<file path="config.mk">
export PLATFORM = sky130hd
export DESIGN_NAME = bit16_rc_adder_flat
export DESIGN_NICKNAME = d
export VERILOG_FILES = /design/src/rtl/bit16_rc_adder_if.sv /design/src/rtl/bit16_rc_adder.sv /design/src/flat_wrapper.sv
export SDC_FILE = /design/constraint.sdc
export NUM_CORES = 1
export LEC_CHECK = 0
export ABC_AREA = 1
export BUFFER_PORTS_ARGS = -buffer_cell sky130_fd_sc_hd__buf_4
export CORE_UTILIZATION = 51
export DETAILED_ROUTE_END_ITERATION = 7
export PLACE_DENSITY = 0.85
export SLEW_MARGIN = 20
export SYNTH_ARGS = -nofsm -noshare
export SYNTH_HDL_FRONTEND = slang
export SYNTH_HIERARCHICAL = 1
export SYNTH_SLANG_ARGS = --single-unit
</file>
<file path="constraint.sdc">
create_clock -name clk -period 19.3 [get_ports clk]
set_input_delay 1.93 -clock clk [delete_from_list [all_inputs] [get_ports clk]]
set_output_delay 1.93 -clock clk [all_outputs]
set_load 0.02 [all_outputs]
</file>
<file path="src/rtl/bit16_rc_adder_if.sv">
// bit16_rc_adder_if
// Operand/result bundle for the registered 16-bit ripple-carry adder.
//   in_valid  : operands valid this cycle (master -> slave)
//   a, b      : 16-bit unsigned operands (master -> slave)
//   c_in      : carry into bit 0, only when BIT16ADDER_CIN_EN is defined
//   f         : 17-bit registered sum, f[16] is the carry out (slave -> master)
//   cin       : 17-bit registered carry chain, cin[i] = carry into bit i
//   out_valid : f/cin hold a new result (slave -> master)
// Optional feature macro: BIT16ADDER_CIN_EN.
interface bit16_rc_adder_if;
  logic        in_valid;
  logic [15:0] a;
  logic [15:0] b;
`ifdef BIT16ADDER_CIN_EN
  logic        c_in;
`endif
  logic [16:0] f;
  logic [16:0] cin;
  logic        out_valid;

`ifdef BIT16ADDER_CIN_EN
  modport master (output in_valid, a, b, c_in, input f, cin, out_valid);
  modport slave  (input in_valid, a, b, c_in, output f, cin, out_valid);
`else
  modport master (output in_valid, a, b, input f, cin, out_valid);
  modport slave  (input in_valid, a, b, output f, cin, out_valid);
`endif
endinterface

</file>
<file path="src/rtl/bit16_rc_adder.sv">
// bit16_rc_adder
// Registered 16-bit ripple-carry adder built from 16 explicit full-adder
// cells so the internal carry chain can be observed on cin.
// Ports:
//   clk : rising-edge clock
//   rst : synchronous active-high reset
//   bus : bit16_rc_adder_if.slave (in_valid, a, b, [c_in], f, cin, out_valid)
// Optional feature macro: BIT16ADDER_CIN_EN adds the c_in port driving the
// carry into bit 0; without it the chain starts from a constant 0.

// One-bit full adder cell.
//   a, b : operand bits
//   c    : carry in
//   s    : sum bit
//   co   : carry out
module bit16_rc_fa (
  input  logic a,
  input  logic b,
  input  logic c,
  output logic s,
  output logic co
);
  assign s  = a ^ b ^ c;
  assign co = (a & b) | (a & c) | (b & c);
endmodule

module bit16_rc_adder (
  input  logic             clk,
  input  logic             rst,
  bit16_rc_adder_if.slave  bus
);

  // c[i] is the carry into bit i; c[16] is the carry out of the chain.
  logic [16:0] c;
  logic [15:0] s;

  logic [16:0] f_q;
  logic [16:0] cin_q;
  logic        out_valid_q;

`ifdef BIT16ADDER_CIN_EN
  assign c[0] = bus.c_in;
`else
  assign c[0] = 1'b0;
`endif

  for (genvar i = 0; i < 16; i++) begin : g_fa
    bit16_rc_fa u_fa (
      .a  (bus.a[i]),
      .b  (bus.b[i]),
      .c  (c[i]),
      .s  (s[i]),
      .co (c[i+1])
    );
  end

  // Reset dominates in_valid, so an operand pair presented during reset is
  // dropped. Without in_valid the result registers hold and only out_valid
  // drops.
  // NOTE: state registers use non-blocking assignments so every flop samples
  // the pre-edge values regardless of statement order.
  always_ff @(posedge clk) begin
    if (rst) begin
      f_q         <= '0;
      cin_q       <= '0;
      out_valid_q <= 1'b0;
    end else if (bus.in_valid) begin
      f_q         <= {c[16], s};
      cin_q       <= c;
      out_valid_q <= 1'b1;
    end else begin
      out_valid_q <= 1'b0;
    end
  end

  assign bus.f         = f_q;
  assign bus.cin       = cin_q;
  assign bus.out_valid = out_valid_q;

endmodule

</file>
<file path="src/flat_wrapper.sv">
// flat-port wrapper written by rule: the top's interface ports become plain ports
module bit16_rc_adder_flat 
  (clk, rst, bus_in_valid, bus_a, bus_b, bus_f, bus_cin, bus_out_valid);
  bit16_rc_adder_if bus_i ();
  input  logic clk;
  input  logic rst;
  input wire logic [$bits(bus_i.in_valid)-1:0] bus_in_valid;
  input wire logic [$bits(bus_i.a)-1:0] bus_a;
  input wire logic [$bits(bus_i.b)-1:0] bus_b;
  output wire logic [$bits(bus_i.f)-1:0] bus_f;
  output wire logic [$bits(bus_i.cin)-1:0] bus_cin;
  output wire logic [$bits(bus_i.out_valid)-1:0] bus_out_valid;
  assign bus_i.in_valid = bus_in_valid;
  assign bus_i.a = bus_a;
  assign bus_i.b = bus_b;
  assign bus_f = bus_i.f;
  assign bus_cin = bus_i.cin;
  assign bus_out_valid = bus_i.out_valid;
  bit16_rc_adder u_core (.clk(clk), .rst(rst), .bus(bus_i));
endmodule
</file>
Word level (Yosys, flattened, before mapping)
Index checks and enable logic that the tools add are counted.
W data, S select, Z words.
Operators by class
  mux-type cells: 1
  bitwise gates (word level): 107
Operators by type and width (count)
  $and A1 B1 Y1: 46
  $xor A1 B1 Y1: 31
  $or A1 B1 Y1: 30
  $mux W1: 1
Storage, ports and cells
  register bits after elaboration: 34
  input bits: 35
  output and inout port bits: 35
  logic and storage cells: 111

Depth between registers and ports, before layout
Gate-level depths: netlist of run 1.
  depth after elaboration: 46
  depth in mapped cells: 20
  mapped depth without buffers: 20

Hierarchy
Netlist of run 1, hierarchy kept.
By module, submodules not included
  bit16_rc_adder: times used 1, cells each 209, area each 1371.3 µm², sequential area each 660.6 µm²
  bit16_rc_fa: times used 16, cells each 1, area each 20.0 µm², sequential area each 0.0 µm²

Worst setup path before layout of run 1
Ideal clock, no wire load.
  path kind: input port to flip-flop
  start: in bus_a[0]
  end: reg u_core.f_q[15], in the netlist u_core/bus.f[15]
  library setup time: 0.064 ns
  arrival: 8.652 ns
  required time: 19.236 ns
  setup slack: 10.584 ns
  stages: 20
  buffers on the path: 0
  cells stage by stage: fa_1 fa_1 fa_1 fa_1 fa_1 fa_1 fa_1 fa_1 fa_1 fa_1 fa_1 fa_1 fa_1 fa_1 fa_1 fa_1 inv_1 nand2_1 nand2_1 nor2_1
On the way
  longest elaborated chain between the ends: 44
  elaborated cells between the ends (all ways): 58
  classes of those cells: 58 x bitwise
RTL lines
  from (decl): RTL line flat_wrapper.sv:8  | input wire logic [$bits(bus_i.a)-1:0] bus_a;
  $and A1 B1 Y1 *: RTL line bit16_rc_adder.sv:24  | assign co = (a & b) | (a & c) | (b & c);
  $and A1 B1 Y1: RTL line bit16_rc_adder.sv:24
  $or A1 B1 Y1: RTL line bit16_rc_adder.sv:24
  $or A1 B1 Y1 *: RTL line bit16_rc_adder.sv:24
  net u_core.c[2]: RTL line bit16_rc_adder.sv:34  | logic [16:0] c;
  $and A1 B1 Y1: RTL line bit16_rc_adder.sv:24
  $or A1 B1 Y1: RTL line bit16_rc_adder.sv:24
  $or A1 B1 Y1 *: RTL line bit16_rc_adder.sv:24
  net u_core.c[3]: RTL line bit16_rc_adder.sv:34
  [3 not listed]
  net u_core.c[4]: RTL line bit16_rc_adder.sv:34
  [3 not listed]
  net u_core.c[5]: RTL line bit16_rc_adder.sv:34
  [3 not listed]
  net u_core.c[6]: RTL line bit16_rc_adder.sv:34
  [3 not listed]
  net u_core.c[7]: RTL line bit16_rc_adder.sv:34
  [3 not listed]
  net u_core.c[8]: RTL line bit16_rc_adder.sv:34
  [3 not listed]
  net u_core.c[9]: RTL line bit16_rc_adder.sv:34
  [3 not listed]
  net u_core.c[10]: RTL line bit16_rc_adder.sv:34
  [3 not listed]
  net u_core.c[11]: RTL line bit16_rc_adder.sv:34
  [3 not listed]
  net u_core.c[12]: RTL line bit16_rc_adder.sv:34
  [3 not listed]
  net u_core.c[13]: RTL line bit16_rc_adder.sv:34
  [2 not listed]
  $or A1 B1 Y1 *: RTL line bit16_rc_adder.sv:24
  net u_core.c[14]: RTL line bit16_rc_adder.sv:34
  $and A1 B1 Y1: RTL line bit16_rc_adder.sv:24
  $or A1 B1 Y1: RTL line bit16_rc_adder.sv:24
  $or A1 B1 Y1 *: RTL line bit16_rc_adder.sv:24
  net u_core.c[15]: RTL line bit16_rc_adder.sv:34
  $xor A1 B1 Y1 *: RTL line bit16_rc_adder.sv:23  | assign s = a ^ b ^ c;
  net u_core.s[15]: RTL line bit16_rc_adder.sv:35  | logic [15:0] s;
  to (signal assigned): RTL line bit16_rc_adder.sv:68  | f_q <= {c[16], s};
  to (decl): RTL line bit16_rc_adder.sv:37  | logic [16:0] f_q;
The timed path passes the listed nets; every way through them passes the cells marked *.
A chain may end at the register's enable or synchronous reset.

Final worst setup path of run 1
  start: in bus_a[0]
  end: reg u_core.f_q[15], in the netlist u_core/bus.f[15]
On the way
  longest elaborated chain between the ends: 44
  elaborated cells between the ends (all ways): 58
  classes of those cells: 58 x bitwise
RTL lines (RTL line)
  $and A1 B1 Y1 *: bit16_rc_adder.sv:24
  net u_core.c[1]: bit16_rc_adder.sv:34
  $and A1 B1 Y1: bit16_rc_adder.sv:24
  $or A1 B1 Y1: bit16_rc_adder.sv:24
  $or A1 B1 Y1 *: bit16_rc_adder.sv:24
  net u_core.c[2]: bit16_rc_adder.sv:34
  $and A1 B1 Y1: bit16_rc_adder.sv:24
  $or A1 B1 Y1: bit16_rc_adder.sv:24
  [1 not listed]
  net u_core.c[3]: bit16_rc_adder.sv:34
  [3 not listed]
  net u_core.c[4]: bit16_rc_adder.sv:34
  [3 not listed]
  net u_core.c[5]: bit16_rc_adder.sv:34
  [3 not listed]
  net u_core.c[6]: bit16_rc_adder.sv:34
  [3 not listed]
  net u_core.c[7]: bit16_rc_adder.sv:34
  [3 not listed]
  net u_core.c[8]: bit16_rc_adder.sv:34
  [3 not listed]
  net u_core.c[9]: bit16_rc_adder.sv:34
  [3 not listed]
  net u_core.c[10]: bit16_rc_adder.sv:34
  [3 not listed]
  net u_core.c[11]: bit16_rc_adder.sv:34
  [3 not listed]
  net u_core.c[12]: bit16_rc_adder.sv:34
  [3 not listed]
  net u_core.c[13]: bit16_rc_adder.sv:34
  [2 not listed]
  $or A1 B1 Y1 *: bit16_rc_adder.sv:24
  net u_core.c[14]: bit16_rc_adder.sv:34
  $and A1 B1 Y1: bit16_rc_adder.sv:24
  $or A1 B1 Y1: bit16_rc_adder.sv:24
  $or A1 B1 Y1 *: bit16_rc_adder.sv:24
  net u_core.c[15]: bit16_rc_adder.sv:34
  $xor A1 B1 Y1 *: bit16_rc_adder.sv:23
  net u_core.s[15]: bit16_rc_adder.sv:35
Marks and branches as above.

==> metrics, run 1 <==
top cell type's share of synthesized area about 40%; Synth Area per Inst 7.52 um^2; Slowest-stage cell, CP fa_1; share of layout cells above drive strength 1 25.6%; initial antenna violation count 0; RSZ-0062 raised after global routing no; final hold slack 475 ps; core area 3100 um^2; CTS Buf Count 5; CP endpoint kind flip-flop; largest area contributor in the netlist dfxtp_1; Crit path required time 19570 ps; Worst Hold Class flip-flop to flip-flop; final net count between 300 and 400; I/O pins 70; Core Rows 20; Initial Util between 50% and 60%; worst skew pair latency 320 ps; crit share post-route 46.2%; ranking of synthesized cells by area dfxtp_1, fa_1, nor2_1, nand2_1, inv_1; VDD IR-drop max 0.0557 mV; CP Data Arrival Time 9180 ps; Yosys cell types 9; Post-Synthesis Cell Area 1690 um^2; status finished, final reports clean; Sink Count 33; Max H-tree Level 2; drt drc 0; first-pass GRT wire length 5360 um; Critical Path Most Common Cell fa_1; Post-DRT Antenna Nets 0; Slew @ Worst Pin a little under 1000 ps; Die X-Extent 59.6 um; pin count of the biggest net entering global routing 66; vias in the first global route 1261; Syn Inst Count 225; port buffer count 68; pre-CTS WS 10060 ps; FMAX ~110 MHz; crit-path max cell delay 490 ps; fin. max-slew vios 0; Tmin final roughly 9000 ps; Crit Path Category input pin to flip-flop; Crit path max-delay family adder cells; Hold Violations, Final 0; CTS tree yes; Max Buffers Root-to-Sink 2; GR Overflow Total 0; post_cts resized 0; Tot GR Track Use 21.1%; final setup violation count 0; most common cell after layout, fill and taps aside buf_4; reg-to-reg slack, setup 18690 ps; worst clock skew 0 ps; clock slew at reported path FFs 90 ps; WP buf/inv 2; diodes inserted 0; Synth Register Bits 33; commonest cells after routing, fill and taps aside buf_4, nor2_1, nand2_1; LEAKAGE about 0.0012 uW; final setup TNS 0 ps; root buf cell clkbuf_4; die outline height 59.6 um; Routed WL 3330 um; die area ~3600 um^2; Routability Congestion ~0.9; pwr dens about 74 nW/um^2; worst relative slew slack 35.7%; post-route setup slack 10380 ps; critical-path maximum fanout 2; hold buffer count at CTS 0; Synth Warn # 6; Startpoint Class input pin; WL per Instance roughly 10 um; initial drt markers 68; via count 1473; first-pass iteration count of the detailed router 4; Setup Fix Bufs, Post-CTS 0; cell chain of the critical path buf_4, fa_1, fa_1, fa_1, fa_1, fa_1, fa_1, fa_1, fa_1, fa_1, fa_1, fa_1, fa_1, fa_1, fa_1, fa_1, fa_1, inv_1, nand2_1, nand2_1, nor2_1; vias per cell 4.42; Max-Cap Viols 0; HPWL Detailed 2470 um; Area Overhead vs Synth 31.3%; register area share after synthesis between 30% and 40%
==> per-stage QoR <==
step,util [%],area [um^2],instances,power (uW)
finish,71.6,2220,333,165
global route,71.6,2220,333,177
CTS,71.6,2220,333,167
detailed placement,69.8,2170,326,128
global placement,69.8,2170,326,127
floorplan,-,1700,226,109
==> worst min-delay path: cells and delay by family, from the launching register on <==
kind,cells,cell delay (ps)
flip-flops,1,320
AND/OR/NAND/NOR,2,130
==> layout make-up <==
class | instances | area, um^2
multi-input cells | 147 | 812
clock buffers | 7 | 55.1
inverters | 34 | 128
fillers | 283 | 882
well taps | 44 | 55.1
repair buffers | 68 | 510
flip-flops and latches | 33 | 661
==> synth_stat cells <==
| cell | count |
|---|---|
| nand2_1 | 64 |
| buf_6 | 4 |
| conb_1 | 1 |
| nor2_1 | 65 |
| dfxtp_1 | 33 |
| buf_4 | 4 |
| inv_1 | 34 |
| buf_2 | 4 |
| fa_1 | 16 |
==> cell families (layout without fill, tap and decap cells) <==
logic type	after synthesis	after routing	synth area share, %
and+or+nand+nor	129	129	28.6
other	1	2	0.222
adders and majority gates	16	16	18.9
buffers and inverters	46	109	13.2
DFF	33	33	39.1
==> state kept, by name (all words and copies together) (netlist names) <==
| name | flops |
|---|---|
| u_core/bus.cin | 16 |
| u_core/bus.f | 16 |
| u_core/bus.out_valid | 1 |
==> report_power, final <==
part	switching, uW	total [uW]	internal (uW)
Sequential	3.13	77.3	74.2
Clock	21.2	38.3	17.2
Combinational	27.2	49.2	22.0
==> final timing paths <==
kind	from	endpoint	cells after the start
max reg2reg	u_core/bus.cin[16]	u_core/bus.cin[16]	2
max	bus_a[0]	u_core/bus.f[15]	21
min	u_core/bus.cin[13]	u_core/bus.cin[13]	2
min reg2reg	u_core/bus.cin[13]	u_core/bus.cin[13]	2
==> routing by layer <==
| layer | share of wire, % | vias to the layer above | GRT usage [%] |
|---|---|---|---|
| li1 | - | 759 | - |
| met2 | 48 | 48 | 34.2 |
| met3 | 7.4 | 4 | 7.42 |
| met1 | 43 | 662 | 25.4 |
| met5 | 0 | - | 0 |
| met4 | 1.3 | 0 | 8.97 |
No activity file was read; power rests on OpenSTA's default activity.
==> run 2, diff against run 1 <==
--- a/config.mk
+++ b/config.mk
@@ -7,9 +7,9 @@
 export LEC_CHECK = 0
 export ABC_AREA = 1
 export BUFFER_PORTS_ARGS = -buffer_cell sky130_fd_sc_hd__buf_4
-export CORE_UTILIZATION = 51
+export CORE_UTILIZATION = 47
 export DETAILED_ROUTE_END_ITERATION = 7
-export PLACE_DENSITY = 0.85
+export PLACE_DENSITY = 0.79
 export SLEW_MARGIN = 20
 export SYNTH_ARGS = -nofsm -noshare
 export SYNTH_HDL_FRONTEND = slang
==> constraint.sdc (replaced) <==
create_clock -name clk -period 8.9 [get_ports clk]
set_input_delay 0.89 -clock clk [delete_from_list [all_inputs] [get_ports clk]]
set_output_delay 0.89 -clock clk [all_outputs]
set_load 0.02 [all_outputs]
==> metrics, run 2 (synthesis gave the netlist of run 1 again) <==
status finished, final reports clean; met3 wire len 255 um (+4.1%); initial drt markers 68 (unchanged); Slew @ Worst Pin 953 ps (-10.2 ps); via count 1405 (-4.6%); Max Buffers Root-to-Sink 2 (unchanged); drt drc 0 (unchanged); vias per cell 4.18 (-5.5%); Util after Layout 66.0% (-5.5 points); first-pass iteration count of the detailed router 5 (+1); worst r2r src u_core/bus.cin[15]; fin cells 336 (+0.90%); Routed WL 3430 um (+3.0%); Slowest-stage cell, CP fa_1; diodes inserted 0 (unchanged); FMAX 127 MHz; most common cell after layout, fill and taps aside buf_4; fin. max-slew vios 0 (unchanged); Top Metal Used met4; Post-DRT Antenna Nets 0 (unchanged); worst skew pair latency 320 ps (about the same); worst clock skew 0 ps (unchanged); WP buf/inv 2 (unchanged); Critical Path Most Common Cell fa_1; final net count 340 (unchanged); Setup Fix Bufs, Post-CTS 0 (unchanged); Routability Congestion 0.745 (-16%); Crit Path Category input pin to flip-flop; HPWL Detailed 2530 um (+2.6%); die outline height 62.0 um (+4.0%); commonest cells after routing, fill and taps aside buf_4, nor2_1, nand2_1; Hold Path Cell Cnt 2 (unchanged); fillers 307 (+8.5%); Core Rows 21 (+5.0%); CP Data Arrival Time 8160 ps (-1020 ps); Crit path required time 9180 ps (-10390 ps); Worst Hold Class flip-flop to flip-flop; hold path start u_core/bus.cin[10]; pwr dens 165 nW/um^2 (+120%); clock slew at reported path FFs 100 ps (about the same); Die X-Extent 62.0 um (+4.0%); placed cell count 328 (+0.61%); core area 3390 um^2 (+9.2%); cell chain of the critical path buf_4, fa_1, fa_1, fa_1, fa_1, fa_1, fa_1, fa_1, fa_1, fa_1, fa_1, fa_1, fa_1, fa_1, fa_1, fa_1, fa_1, inv_1, nand2_1, nand2_1, nor2_1; final setup TNS 0 ps (unchanged); I/O pins 70 (unchanged); WL per Instance 10.2 um (+2.1%); Worst Hold Endpoint u_core/bus.cin[10]; GR Overflow Total 0 (unchanged); critical-path maximum fanout 2 (unchanged); hold buffer count at CTS 0 (unchanged); CTS Buf Count 5 (unchanged); port buffer count 68 (unchanged); Max H-tree Level 2 (unchanged); Area Overhead vs Synth 32.3%; Startpoint Class input pin; Pwr Total 369 uW (+120%); CTS tree yes; Tmin final about 8000 ps; initial antenna violation count 0 (unchanged); vias in the first global route 1219 (-3.3%); RSZ-0062 raised after global routing no; Max-Cap Viols 0 (unchanged); Hold Violations, Final 0 (unchanged); WL met2 1620 um (+1.8%); CP endpoint kind flip-flop; pin count of the biggest net entering global routing 66 (unchanged); crit share post-route 88.6%; reg-to-reg slack, setup 8290 ps (-10400 ps); WL met1 1490 um (+2.9%); worst relative slew slack 36.4% (+0.68 points); first-pass GRT wire length 5180 um (-3.4%); Tot GR Track Use 19.1% (-2.0 points); root buf cell clkbuf_4; post_cts resized 0 (unchanged); r2r worst-path depth 2 (unchanged); LEAKAGE 0.00126 uW (+0.80%); r2r endpoint u_core/bus.cin[15]; crit-path max cell delay 490 ps (about the same); share of layout cells above drive strength 1 26.2% (+0.60 points); VDD IR-drop max 0.0940 mV (+69%); die area 3840 um^2 (+8.2%); Initial Util 49.9% (-4.6 points); final setup violation count 0 (unchanged); Crit path max-delay family adder cells; Sink Count 33 (unchanged)
## run 2: cell types whose count changed in the layout (fill, tap and decap cells not counted)
cell      previous run  this run
clkbuf_1             1         0
clkinv_2             0         1
clkbuf_8             1         2
## run 2: final cells by class
type                            instances  area, um^2  share of cell area [%]
Multi-Input combinational cell        147         812                    36.3
Sequential cell                        33         661                    29.5
Timing Repair Buffer                   68         510                    22.8
Inverter                               34         128                    5.70
Clock buffer                            7        65.1                    2.91
Tap cell                               46        57.6                    2.57
Clock inverter                          1        5.00                   0.224
## run 2: worst max path at each step
| stage | cells past startpoint | endpoint | from |
|---|---|---|---|
| after floorplan | 20 | u_core/bus.f[15] | bus_a[0] |
| after global placement | 21 | u_core/bus.f[15] | bus_a[0] |
| after detailed placement | 21 | u_core/bus.f[15] | bus_a[0] |
| after CTS | 21 | u_core/bus.f[15] | bus_a[0] |
| after global routing | 21 | u_core/bus.f[15] | bus_a[0] |
| final | 21 | u_core/bus.f[15] | bus_a[0] |
## run 2: stage by stage
step           worst slack [ps]  cell area [um^2]  hold WS (ps)
6_report                   1020              2240           476
3_3_place_gp                835              2170           458
2_1_floorplan              1220              1700           544
3_5_place_dp                690              2170           464
4_1_cts                    1050              2240           480
5_1_grt                     804              2240           497
## run 2: layer usage
layer / GRT usage [%] / vias to the layer above
li1: - / 758
met1: 24.6 / 589
met2: 29.2 / 52
met3: 6.21 / 6
met4: 8.57 / 0
met5: 0 / -
## run 2: power by group
| group | internal, uW | leakage [uW] | switching, uW |
|---|---|---|---|
| Sequential | 161 | 0.000275 | 6.80 |
| Combinational | 47.4 | 0.000942 | 58.6 |
| Clock | 45.8 | 0.0000413 | 50.0 |
## run 2: worst register-to-register path: cells and delay by family (launching register included)
kind | cells | cell delay, ps
and+or+nand+nor | 2 | 190
DFF | 1 | 360
==> run 3, diff against run 2 <==
==> constraint.sdc (replaced) <==
create_clock -name clk -period 8.9 [get_ports clk]
set_input_delay 1.78 -clock clk [delete_from_list [all_inputs] [get_ports clk]]
set_output_delay 1.78 -clock clk [all_outputs]
set_load 0.02 [all_outputs]
==> metrics, run 3 (synthesis gave the netlist of run 1 again) <==
CP Data Arrival Time 8900 ps (+740 ps); port buffer count 68 (unchanged); worst r2r src u_core/bus.f[6]; critical-path maximum fanout 2 (unchanged); worst skew pair latency 320 ps (about the same); diodes inserted 0 (unchanged); Hold Violations, Final 0 (unchanged); HPWL Detailed 2550 um (+0.92%); Core Rows 21 (unchanged); Tmin final 8620 ps (+735 ps); Max-Cap Viols 0 (unchanged); share of layout cells above drive strength 1 27.1% (+0.94 points); Crit path required time 9180 ps (about the same); crit share post-route 96.8% (+8.3 points); Worst Setup SP bus_a[0]; vias in the first global route 1328 (+8.9%); commonest cells after routing, fill and taps aside buf_4, nor2_1, nand2_1; Max Buffers Root-to-Sink 2 (unchanged); first-pass iteration count of the detailed router 4 (-1); CP endpoint kind flip-flop; pin count of the biggest net entering global routing 66 (unchanged); core area 3390 um^2 (unchanged); fillers 303 (-1.3%); final setup violation count 0 (unchanged); initial antenna violation count 0 (unchanged); Crit Path Category input pin to flip-flop; CTS tree yes; Area Overhead vs Synth 33.1%; initial drt markers 61 (-10%); vias per cell 4.22 (+0.84%); via count 1421 (+1.1%); CTS Buf Count 5 (unchanged); final hold slack 476 ps (+0.556 ps); Die X-Extent 62.0 um (unchanged); Slew @ Worst Pin 970 ps (+16.9 ps); Post-DRT Antenna Nets 0 (unchanged); Tot GR Track Use 19.7% (+0.59 points); Initial Util 49.9% (unchanged); final net count 341 (+0.29%); Routed WL 3440 um (+0.44%); Routability Congestion 0.747 (+0.24%); die area 3840 um^2 (unchanged); fin. max-slew vios 0 (unchanged); GR Overflow Total 0 (unchanged); I/O pins 70 (unchanged); VDD IR-drop max 0.0947 mV (+0.71%); root buf cell clkbuf_4; drt drc 0 (unchanged); status finished, final reports clean; Worst Hold Class flip-flop to flip-flop; Startpoint Class input pin; Sink Count 33 (unchanged); worst relative slew slack 35.3% (-1.1 points); RSZ-0062 raised after global routing no; hold path start u_core/bus.f[9]; most common cell after layout, fill and taps aside buf_4; WL per Instance 10.2 um (+0.14%); pwr dens 165 nW/um^2 (+0.22%); clock slew at reported path FFs 110 ps (about the same); final setup TNS 0 ps (unchanged); first-pass GRT wire length 5400 um (+4.1%); die outline height 62.0 um (unchanged); worst clock skew 0 ps (unchanged); Max H-tree Level 2 (unchanged); LEAKAGE 0.00126 uW (+0.25%); FMAX 116 MHz (-8.5%)
==> run 3: changes by cell type in the layout (fill, tap and decap cells not counted) <==
cell   previous run  this run
buf_4            68        69
fa_1             16        14
fa_2              0         2
==> run 3: worst paths after layout <==
kind,to,slack (ps),cells after the start
min,u_core/bus.f[9],480,2
min reg2reg,u_core/bus.f[9],480,2
max,u_core/bus.f[15],280,21
max reg2reg,u_core/bus.f[6],8310,2
==> run 3: power breakdown <==
part           switching (uW)  total, uW  leakage [uW]  internal (uW)
sequential               6.76        168      0.000275            161
combinational            58.9        107      0.000945           48.2
clock                    51.8       97.6     0.0000413           45.8
total                     117        372       0.00126            255
==> run 3: area by class of cell <==
cell class | instances | area, um^2 | area share (%)
flip-flops and latches | 33 | 661 | 29.3
clock buffers | 7 | 65.1 | 2.89
inverters | 34 | 128 | 5.67
repair buffers | 69 | 518 | 23.0
clock inverters | 1 | 5.00 | 0.222
multi-input cells | 147 | 817 | 36.3
well taps | 46 | 57.6 | 2.56
==> run 3: per-layer routing <==
| metal | vias up | part of all wire [%] | track usage (%) |
|---|---|---|---|
| met3 | 9 | 6.2 | 4.76 |
| met4 | 0 | 2.6 | 11.1 |
| met2 | 46 | 47 | 33.6 |
| met1 | 610 | 44 | 22.5 |
| met5 | - | 0 | 0 |
| li1 | 756 | - | - |
==> run 3: through the flow <==
step | cells | cell area, um^2 | power [uW] | util, % | setup WS, ps
floorplan | 226 | 1700 | 236 | - | 334
global placement | 329 | 2180 | 275 | 64.2 | -55.5
detailed placement | 329 | 2180 | 279 | 64.2 | -175
CTS | 337 | 2250 | 376 | 66.3 | 178
global route | 337 | 2250 | 397 | 66.4 | 57.1
finish | 337 | 2250 | 372 | 66.4 | 283
==> run 3: critical path: stages <==
cell and delay [ps]:
buf_4 120, fa_1 460, fa_1 420, fa_1 410, fa_1 420, fa_1 420
fa_1 430, fa_2 380, fa_1 420, fa_1 430, fa_1 420, fa_1 420
fa_1 430, fa_2 380, fa_1 410, fa_1 420, fa_1 490, inv_1 40
nand2_1 50, nand2_1 50, nor2_1 110
==> run 3: repair_timing <==
| action | CTS | global route |
|---|---|---|
| hold buffers | 0 | 0 |
| buffers inserted | 0 | 0 |
| gates resized for setup | 0 | 2 |
| endpoints found under the setup margin | 0 | 1 |
